File: src/rtl/minbd_pkg.sv
// minbd_pkg: shared flit type, default sizing and head-state encoding for the MinBD side buffer
package minbd_pkg;
  localparam int FLIT_W = 64;
  localparam int DEPTH_DEF = 4;
  localparam int STARVE_LIM_DEF = 8;
  typedef logic [FLIT_W-1:0] flit_t;
  typedef enum logic [1:0] {HS_EMPTY, HS_WAIT, HS_STARVED} head_state_t;
endpackage

File: src/rtl/minbd_sync_fifo.sv
// minbd_sync_fifo: DEPTH x WIDTH synchronous FIFO (i_push/i_pop/i_data in; o_data head, zero when empty; o_count, o_full, o_empty)
module minbd_sync_fifo
  import minbd_pkg::*;
#(
  parameter int WIDTH = FLIT_W,
  parameter int DEPTH = DEPTH_DEF
) (
  input  logic                     clk,
  input  logic                     reset,
  input  logic                     i_push,
  input  logic                     i_pop,
  input  logic [WIDTH-1:0]         i_data,
  output logic [WIDTH-1:0]         o_data,
  output logic [$clog2(DEPTH):0]   o_count,
  output logic                     o_full,
  output logic                     o_empty
);
  localparam int PW = $clog2(DEPTH);
  localparam int CW = PW + 1;
  logic [WIDTH-1:0] r_mem [DEPTH];
  logic [PW-1:0]    r_rd_ptr, r_wr_ptr;
  logic [CW-1:0]    r_count;
  always_ff @(posedge clk) begin
    if (reset) begin
      r_rd_ptr <= '0;
      r_wr_ptr <= '0;
      r_count  <= '0;
    end else begin
      if (i_push) r_wr_ptr <= r_wr_ptr + 1'b1;
      if (i_pop) r_rd_ptr <= r_rd_ptr + 1'b1;
      r_count <= r_count + CW'(i_push) - CW'(i_pop);
    end
  end
  always_ff @(posedge clk) begin
    if (i_push) r_mem[r_wr_ptr] <= i_data;
  end
  assign o_count = r_count;
  assign o_empty = r_count == '0;
  assign o_full  = r_count == CW'(DEPTH);
  assign o_data  = o_empty ? '0 : r_mem[r_rd_ptr];
endmodule

File: src/rtl/minbd_side_buffer_reinject.sv
// minbd_side_buffer_reinject: side buffer holding ejected flits, offering the oldest for reinjection and forcing a redirect when it starves
// ports: wr_en/wr_flit push, reinj_ack consumes head; reinj_valid/reinj_flit head, force_redirect, full, count, sticky overflow
module minbd_side_buffer_reinject
  import minbd_pkg::*;
#(
  parameter int WIDTH = FLIT_W,
  parameter int DEPTH = DEPTH_DEF,
  parameter int STARVE_LIM = STARVE_LIM_DEF
) (
  input  logic                   clk,
  input  logic                   reset,
  input  logic                   wr_en,
  input  logic [WIDTH-1:0]       wr_flit,
  input  logic                   reinj_ack,
  output logic                   reinj_valid,
  output logic [WIDTH-1:0]       reinj_flit,
  output logic                   force_redirect,
  output logic                   full,
  output logic [$clog2(DEPTH):0] count,
  output logic                   overflow
);
  localparam int SW = $clog2(STARVE_LIM + 1);
  localparam logic [SW-1:0] LIM = SW'(STARVE_LIM);
  logic          w_empty, w_pop, w_push;
  logic [SW-1:0] r_starve;
  logic          r_overflow;
  head_state_t   w_state;
  assign reinj_valid = ~w_empty;
  assign w_pop       = reinj_ack & reinj_valid;
  // a pop frees a slot in the same edge, so a full buffer still accepts a push alongside it
  assign w_push      = wr_en & (~full | w_pop);
  minbd_sync_fifo #(.WIDTH(WIDTH), .DEPTH(DEPTH)) u_fifo (
    .clk(clk),
    .reset(reset),
    .i_push(w_push),
    .i_pop(w_pop),
    .i_data(wr_flit),
    .o_data(reinj_flit),
    .o_count(count),
    .o_full(full),
    .o_empty(w_empty)
  );
  always_ff @(posedge clk) begin
    if (reset) begin
      r_starve   <= '0;
      r_overflow <= 1'b0;
    end else begin
      r_starve <= (w_empty | w_pop) ? '0 : (r_starve == LIM ? LIM : r_starve + 1'b1);
      if (wr_en & full & ~w_pop) r_overflow <= 1'b1;
    end
  end
  // head state is a pure decode of occupancy and starvation, so no extra state register
  always_comb begin
    w_state = w_empty ? HS_EMPTY : (r_starve == LIM ? HS_STARVED : HS_WAIT);
  end
  assign force_redirect = w_state == HS_STARVED;
  assign overflow       = r_overflow;
endmodule

File: config.mk
export PLATFORM = sky130hd
export DESIGN_NAME = minbd_side_buffer_reinject
export DESIGN_NICKNAME = d
export VERILOG_FILES = /design/src/rtl/minbd_pkg.sv /design/src/rtl/minbd_sync_fifo.sv /design/src/rtl/minbd_side_buffer_reinject.sv
export SDC_FILE = /design/constraint.sdc
export NUM_CORES = 1
export LEC_CHECK = 0
export CAP_MARGIN = 10
export CORE_MARGIN = 8
export CORE_UTILIZATION = 35
export DETAILED_ROUTE_END_ITERATION = 8
export PLACE_DENSITY = 0.6
export SYNTH_ARGS = -nofsm -noshare
export SYNTH_HDL_FRONTEND = slang
export SYNTH_SLANG_ARGS = --single-unit
File: constraint.sdc
create_clock -name clk -period 7.2 [get_ports clk]
set_input_delay 1.44 -clock clk [delete_from_list [all_inputs] [get_ports clk]]
set_output_delay 1.44 -clock clk [all_outputs]
set_load 0.05 [all_outputs]
==> results of run 1 <==
==> how the worst max path moves through the flow <==
stage	startpoint	end	slack (ns)	cells past startpoint
floorplan	reinj_ack	u_fifo.r_mem[0][0]	3.41	3
global placement	flop	reinj_flit[0]	2.67	4
detailed placement	flop	reinj_flit[0]	2.67	4
CTS	flop	reinj_flit[0]	2.08	4
global route	flop	reinj_flit[37]	1.97	4
finish	flop	reinj_flit[0]	2.24	4
==> synth_stat cells (4+ instances only) <==
| master | count | area (µm²) |
|---|---|---|
| mux4_1 | 4 | 105 |
| and2_1 | 68 | 425 |
| ha_1 | 7 | 87.6 |
| inv_1 | 8 | 30.0 |
| edfxtp_1 | 256 | 7690 |
| nor2_1 | 10 | 37.5 |
| clkbuf_1 | 7 | 26.3 |
| xnor2_1 | 4 | 35.0 |
| buf_12 | 6 | 120 |
| dfxtp_1 | 14 | 280 |
| mux4_2 | 60 | 1350 |
| buf_2 | 6 | 30.0 |
==> cells in the final DEF (no fill, tap or decap), types with 5 or more instances in the layout <==
cell,count
inv_1,7
edfxtp_1,256
and2_1,64
clkdlybuf4s50_1,138
clkbuf_16,28
dfxtp_1,12
ha_1,7
clkinv_1,8
clkbuf_1,6
clkinv_2,5
mux4_2,60
nor2_1,10
==> state kept, by name, indices dropped and copies added, names as in the netlist, named ones only <==
name / count
u_fifo.r_rd_ptr: 2
u_fifo.r_wr_ptr: 2
u_fifo.o_count: 3
u_fifo.r_mem: 256
overflow: 1
r_starve: 4
==> routing by layer <==
metal,vias to the layer above,routed length [µm]
li1,2210,-
met1,2567,8400
met2,137,10500
met3,35,1370
met4,0,429
met5,-,0
==> metrics by stage <==
step / worst slack (ns) / cells / total power (µW) / hold WS [ns] / utilization
4_1_cts: 2.08 / 1033 / 5590 / 0.488 / 0.439
3_3_place_gp: 2.67 / 984 / 4250 / 0.437 / 0.411
5_1_grt: 1.97 / 1034 / 5730 / 0.512 / 0.439
6_report: 2.24 / 1034 / 5480 / 0.482 / 0.439
2_1_floorplan: 3.41 / 477 / 3590 / 0.430 / -
3_5_place_dp: 2.67 / 984 / 4270 / 0.466 / 0.411
==> layout make-up <==
| cell class | instances | area (µm²) |
|---|---|---|
| clock buffer | 34 | 723 |
| antenna | 1 | 2.50 |
| timing repair buffer | 139 | 1390 |
| fill | 2585 | 16500 |
| sequential | 270 | 7980 |
| clock inverter | 15 | 101 |
| tap | 390 | 488 |
| multi-input combinational | 177 | 2230 |
| inverter | 8 | 30.0 |
==> logic make-up (layout without fill, tap and decap cells) <==
family | after synthesis | after routing | share of synthesized area
mux | 66 | 66 | 0.142
flops | 270 | 270 | 0.765
other cells | 0 | 1 | 0
buf+inv | 30 | 196 | 0.0219
fa+ha+maj | 8 | 8 | 0.0103
compound gates | 7 | 7 | 0.00468
simple gates | 91 | 91 | 0.0525
xor+xnor | 5 | 5 | 0.00420
==> power breakdown <==
| part | switching (µW) | total, µW | leakage [µW] | internal (µW) |
|---|---|---|---|---|
| logic | 1340 | 2170 | 0.00123 | 832 |
| clock network | 550 | 1290 | 0.000405 | 743 |
| registers | 132 | 2010 | 0.00246 | 1880 |
==> impl_metrics.tcl, run 1 <==
set metrics [dict create \
    outcome "finished clean" \
    grt_pass1_wl_um 32200 \
    arrival_ns 3.52 \
    grt_max_degree 68 \
    rsz0062_at_grt "false" \
    cts-root-buf "clkbuf_16" \
    path_class "flop to output pin" \
    htree_levels 1 \
    cts_resized 0 \
    grt_usage 0.115 \
    fin_nets 700 \
    clk_latency_ns 0.54 \
    cap_violations 0 \
    synth.yosys.seq_area_share 0.765 \
    cp_slowest_cell "dfxtp_4" \
    hp-class "flop to flop" \
    crit_family "buffers and inverters" \
    endpoint_kind "output pin" \
    holdPathEnd "r_starve[0]" \
    die_w_um 189 \
    min_from "r_starve[0]" \
    tns_ns 0 \
    place.gp.congestion 0.683 \
    start_util 0.353 \
    avgSynthCellArea_um2 21.8 \
    syn_area_um2 10400 \
    syn_to_final_growth_pct 24.2 \
    path_clk_slew_ns 0.06 \
    slowest_delay_ns 0.91 \
    met1_usage 0.140 \
    synthArstFlopShare 0 \
    worstReg2RegStart "u_fifo.o_count[1]" \
    p_per_area_nw_per_um2 423 \
    finalCritPeriodShare 0.689 \
    drcViolationCount 0 \
    ys.flop_type "edfxtp_1" \
    clock-skew-final_ns 0.0229 \
    tritoncts "yes" \
    min_path_cells 1 \
    grt_use_met2 0.200 \
    cts_hold_buf 0 \
    postCtsSetupBuffers 0 \
    leakage_uw 0.00410 \
    finalWirelength_um 20700 \
    ir_drop_mv 0.280 \
    postSynthCellCount 477 \
    cts_buffers 28 \
    antenna_found_initial 1 \
    worst-path-buf-inv 2 \
    synth-edff-count 256 \
    timing.rr.end "u_fifo.r_mem[1][26]" \
    num_vias 4949 \
    ff2ff_path_depth 3 \
    placed_area_um2 12100 \
    max_freq_mhz 201 \
    ant_nets 0 \
    cts_buffer_depth 3 \
    first_pass_iters 4 \
    crit_fanout 41 \
    rows 63 \
    yosysUniqueCellTypes 35 \
    first_global_vias 5579 \
    met3_usage 0.0303 \
    post_drt_wl_per_cell_um 20.0 \
    clock_sinks 270 \
    r2r_slack_ns 4.62 \
    drt_iter0_drc 287 \
    syn_nets 553 \
    post-route-min-period_ns 4.96 \
    crit_chain "buf_4 > mux4_1 > and2_1 > clkdlybuf4s50_1" \
    ys_ff_latch 270 \
    ios 139 \
    cp-start-kind "flop" \
    dieArea_um2 35500 \
    setup_viol 0 \
    grt_remaining_overflow 0 \
    layout-drive-gt1-share 0.168 \
    worstPathRequired_ns 5.76 \
    max_slew.worst_pin.slew_ns 1.08 \
    ys.warnings.count 0 \
    slew-limit-headroom 0.280 \
    final-hold-violation-count 0 \
    via_per_inst 4.79 \
    dp_hpwl_um 11700 \
    port_buffers 138 \
    die_y_um 189 \
    core_um2 29500 \
    final_max_slew_viol_count 0 \
    grt_busiest_layer "met2" \
    fin_area_um2 12900 \
]
Note: power is estimated with default switching activity, not from simulation.
==> inputs of run 2 (changes only) <==
- clock period: 7.2 -> 4.8 ns (I/O delays scaled with it)
==> run 2 against run 1 <==
Critical endpoint is now reinj_flit[18]. Clock power is 54% higher. Highest routed layer is now met5. Design area is 0.53% higher. Combinational power is 56% higher. Core utilization is 0.23 points higher. Worst setup slack worse by 1.4 ns. Count of clock-buffer cells in the layout is 7 higher. Non-clock buffer count is 3 higher. First-iteration DRC count is 26% lower. Clock skew is 0.010 ns lower. Flip-flop and latch count stayed put.
==> impl_metrics.tcl, run 2 (synthesis results as in run 1) <==
set metrics [dict create \
    htree_levels 1 \
    outcome "finished clean" \
    cts_hold_buf 0 \
    final_common_cell "edfxtp_1" \
    max_freq_mhz 249 \
    start_util 0.353 \
    p_per_area_nw_per_um2 638 \
    slew-limit-headroom 0.307 \
    syn_to_final_growth_pct 24.9 \
    clk_latency_ns 0.53 \
    finalWirelength_um 21000 \
    grt_usage 0.117 \
    ir_drop_mv 0.374 \
    die_y_um 189 \
    port_buffers 138 \
    largest_register "u_fifo.r_mem" \
    arrival_ns 3.05 \
    first_global_vias 5706 \
    antenna_found_initial 1 \
    seq_area_um2 7980 \
    dieArea_um2 35500 \
    post-route-min-period_ns 4.01 \
    num_vias 4948 \
    final_max_slew_viol_count 0 \
    first_pass_iters 5 \
    core_um2 29500 \
    grt_pass1_wl_um 32600 \
    layout-drive-gt1-share 0.176 \
    setup_viol 0 \
    finalCritPeriodShare 0.836 \
    largest_reg_flops 256 \
    cap_violations 0 \
    cts_buffers 28 \
    tritoncts "yes" \
    max_slew.worst_pin.slew_ns 1.04 \
    tns_ns 0 \
    ant_nets 0 \
    crit_fanout 39 \
    path_clk_slew_ns 0.06 \
    post_drt_wl_per_cell_um 20.2 \
    fin_nets 703 \
    dp_hpwl_um 12200 \
    final-hold-violation-count 0 \
    cts_buffer_depth 3 \
    leakage_uw 0.00413 \
    multi_input_area_um2 2230 \
    fillers 2567 \
    r2r_slack_ns 2.35 \
    grt_max_degree 65 \
    rsz0062_at_grt "false" \
    cts_resized 0 \
    place.gp.congestion 0.688 \
    final_cell_mix "edfxtp_1 (256), clkdlybuf4s50_1 (138), and2_1 (64), mux4_2 (60), clkbuf_16 (29)" \
    ios 139 \
    grt_remaining_overflow 0 \
    clock-skew-final_ns 0.0126 \
    cts-root-buf "clkbuf_16" \
    endpoint_kind "output pin" \
    postCtsSetupBuffers 0 \
    path_class "flop to output pin" \
    drt_iter0_drc 211 \
    clock_sinks 270 \
    drcViolationCount 0 \
    die_w_um 189 \
    cp-start-kind "flop" \
    worstPathRequired_ns 3.84 \
    finalCoreUtilization 0.441 \
    rows 63 \
    hp-class "flop to flop" \
    via_per_inst 4.77 \
    diodes 0 \
]
==> run 2: worst paths after layout <==
check	start	to	cells after the start
worst max-delay path	u_fifo.o_count[1]	reinj_flit[18]	5
worst min-delay path	r_starve[0]	r_starve[0]	1
worst max register to register	u_fifo.o_count[1]	u_fifo.r_mem[1][34]	3
worst min register to register	r_starve[0]	r_starve[0]	1
==> run 2: power breakdown <==
group          switching [µW]  total, µW  internal (µW)
Combinational            2110       3380           1270
Clock                     836       1990           1150
Sequential                128       2940           2810
==> run 2: critical path, cell delays in order (launching register included) <==
cell and delay, ns:
dfxtp_1 0.46, nor3_2 0.11, inv_2 0.52, buf_4 0.40, and2_1 0.19, clkdlybuf4s50_1 0.82
==> run 2: metal layers <==
layer,global-route usage,vias to the layer above,share of wire
li1,-,2215,-
met2,0.202,129,0.49
met5,0,-,0.00043
met4,0.0295,2,0.017
met3,0.0298,31,0.057
met1,0.145,2571,0.43
==> run 2: cell type report <==
| class | instances | share of cell area |
|---|---|---|
| multi-input combinational | 177 | 0.172 |
| clock inverter | 9 | 0.00365 |
| tap | 390 | 0.0375 |
| clock buffer | 41 | 0.0615 |
| timing repair buffer | 142 | 0.110 |
| inverter | 8 | 0.00231 |
| sequential | 270 | 0.613 |
==> run 2: stage by stage <==
stage	std cells	setup slack [ns]	area [µm²]	hold WS [ns]	total power (µW)
floorplan	477	1.37	10400	0.430	5390
global placement	987	1.35	12200	0.437	6410
detailed placement	987	1.24	12200	0.459	6460
CTS	1037	0.631	13000	0.472	8460
global route	1037	0.529	13000	0.502	8670
finish	1037	0.787	13000	0.470	8310
==> inputs of run 3 (changes only) <==
- clock period: 4.8 -> 3.7 ns (I/O delays scaled with it)
==> run 3 against run 2 <==
Die area unchanged. Worst hold slack better by 0.017 ns. Non-clock buffer count up 12. Register-to-register slack worse by 1.1 ns. Largest power group unchanged.
==> impl_metrics.tcl, run 3 (synthesis results as in run 1) <==
set metrics [dict create \
    outcome "finished clean" \
    worst-path-buf-inv 2 \
    postCtsSetupBuffers 0 \
    max_slew.worst_pin.slew_ns 0.559 \
    htree_levels 1 \
    final_common_cell "edfxtp_1" \
    dieArea_um2 35500 \
    arrival_ns 2.79 \
    ios 139 \
    dp_hpwl_um 13400 \
    place.gp.congestion 0.696 \
    largest_register "u_fifo.r_mem" \
    drt_iter0_drc 280 \
    setup_viol 0 \
    crit_family "buffers and inverters" \
    final-hold-violation-count 0 \
    finalCoreUtilization 0.446 \
    crit_chain "buf_12 > mux4_2 > and2_1 > clkdlybuf4s50_1" \
    ant_nets 0 \
    cp_slowest_cell "clkdlybuf4s50_1" \
    post-route-min-period_ns 3.53 \
    hold_ws_ns 0.487 \
    die_w_um 189 \
    grt_usage 0.119 \
    antenna_found_initial 0 \
    cts-root-buf "clkbuf_16" \
    final_cell_mix "edfxtp_1 (256), clkdlybuf4s50_1 (135), and2_1 (64), mux4_2 (60), clkbuf_16 (27)" \
    drcViolationCount 0 \
    fin_cells 1047 \
    via_per_inst 4.81 \
    cts_buffers 27 \
    fillers 2546 \
    hp-class "flop to flop" \
    core_um2 29500 \
    clk_latency_ns 0.51 \
    port_buffers 138 \
    start_util 0.353 \
    num_vias 5031 \
    slew-limit-headroom 0.624 \
    first_global_vias 5592 \
    p_per_area_nw_per_um2 814 \
    cp-start-kind "flop" \
    cap_violations 0 \
    clock-skew-final_ns 0.00958 \
    max_freq_mhz 283 \
    cts_buffer_depth 3 \
    finalWirelength_um 21500 \
    seq_area_um2 7980 \
    dp.cells 999 \
    grt_remaining_overflow 0 \
    grt_pass1_wl_um 33100 \
    rsz0062_at_grt "false" \
    path_class "flop to output pin" \
    fin_nets 714 \
    layout-drive-gt1-share 0.184 \
    largest_reg_flops 256 \
    slowest_delay_ns 0.70 \
    syn_to_final_growth_pct 26.1 \
    multi_input_area_um2 2230 \
    post_drt_wl_per_cell_um 20.5 \
    worstPathRequired_ns 2.96 \
    path_clk_slew_ns 0.06 \
    ir_drop_mv 0.453 \
    crit_fanout 18 \
    final_max_slew_viol_count 0 \
    first_pass_iters 5 \
    grt_max_degree 46 \
    tns_ns 0 \
    die_y_um 189 \
    endpoint_kind "output pin" \
    leakage_uw 0.00422 \
    rows 63 \
    clock_sinks 270 \
    finalCritPeriodShare 0.954 \
    tritoncts "yes" \
]
==> run 3: cell types whose count changed in the layout (fill, tap and decap cells not counted), moves of 2 or more <==
cell / change
clkbuf_8: -3
clkdlybuf4s50_1: -3
buf_12: +9
dlymetal6s2s_1: +3
clkbuf_16: -2
buf_4: +3
clkinv_1: +2
==> run 3: metal layers <==
| layer | part of all wire | vias to the layer above | track usage | wire (µm) |
|---|---|---|---|---|
| met2 | 0.49 | 136 | 0.201 | 10600 |
| met3 | 0.062 | 33 | 0.0322 | 1330 |
| met5 | 0 | - | 0 | 0 |
| met4 | 0.016 | 0 | 0.0259 | 341 |
| met1 | 0.43 | 2627 | 0.151 | 9190 |
| li1 | - | 2235 | - | - |
==> run 3: metrics by stage <==
stage	worst slack, ns	power (µW)	area (µm²)
3_3_place_gp	0.656	8430	12400
2_1_floorplan	0.265	6990	10400
4_1_cts	0.0824	10900	13100
3_5_place_dp	0.645	8480	12400
6_report	0.170	10700	13100
5_1_grt	0.00217	11200	13100
==> run 3: timing repair <==
item	in CTS	in global routing
endpoints found under the hold margin	0	0
setup endpoints to repair	0	3
hold buffers	0	0
resized for setup	0	3
==> run 3: cell type report <==
type,count,share of cell area
clock buffers,36,0.0540
repair buffers,154,0.125
multi-input cells,177,0.170
well taps,390,0.0371
clock inverters,11,0.00419
inverters,8,0.00229
diodes,1,0.000190
flip-flops and latches,270,0.607
==> run 3: final timing paths <==
check / from / endpoint / slack, ns / cells past startpoint
setup / recovery: flop / reinj_flit[25] / 0.17 / 4
hold / removal: r_starve[0] / r_starve[0] / 0.49 / 1
hold reg to reg: r_starve[0] / r_starve[0] / 0.49 / 1
setup reg to reg: u_fifo.o_count[1] / u_fifo.o_count[2] / 1.23 / 8
==> run 3: where the power goes <==
group          internal, µW  switching, µW  total (µW)
Combinational          1740           2760        4500
Sequential             3640            166        3810
Clock                  1340           1050        2390
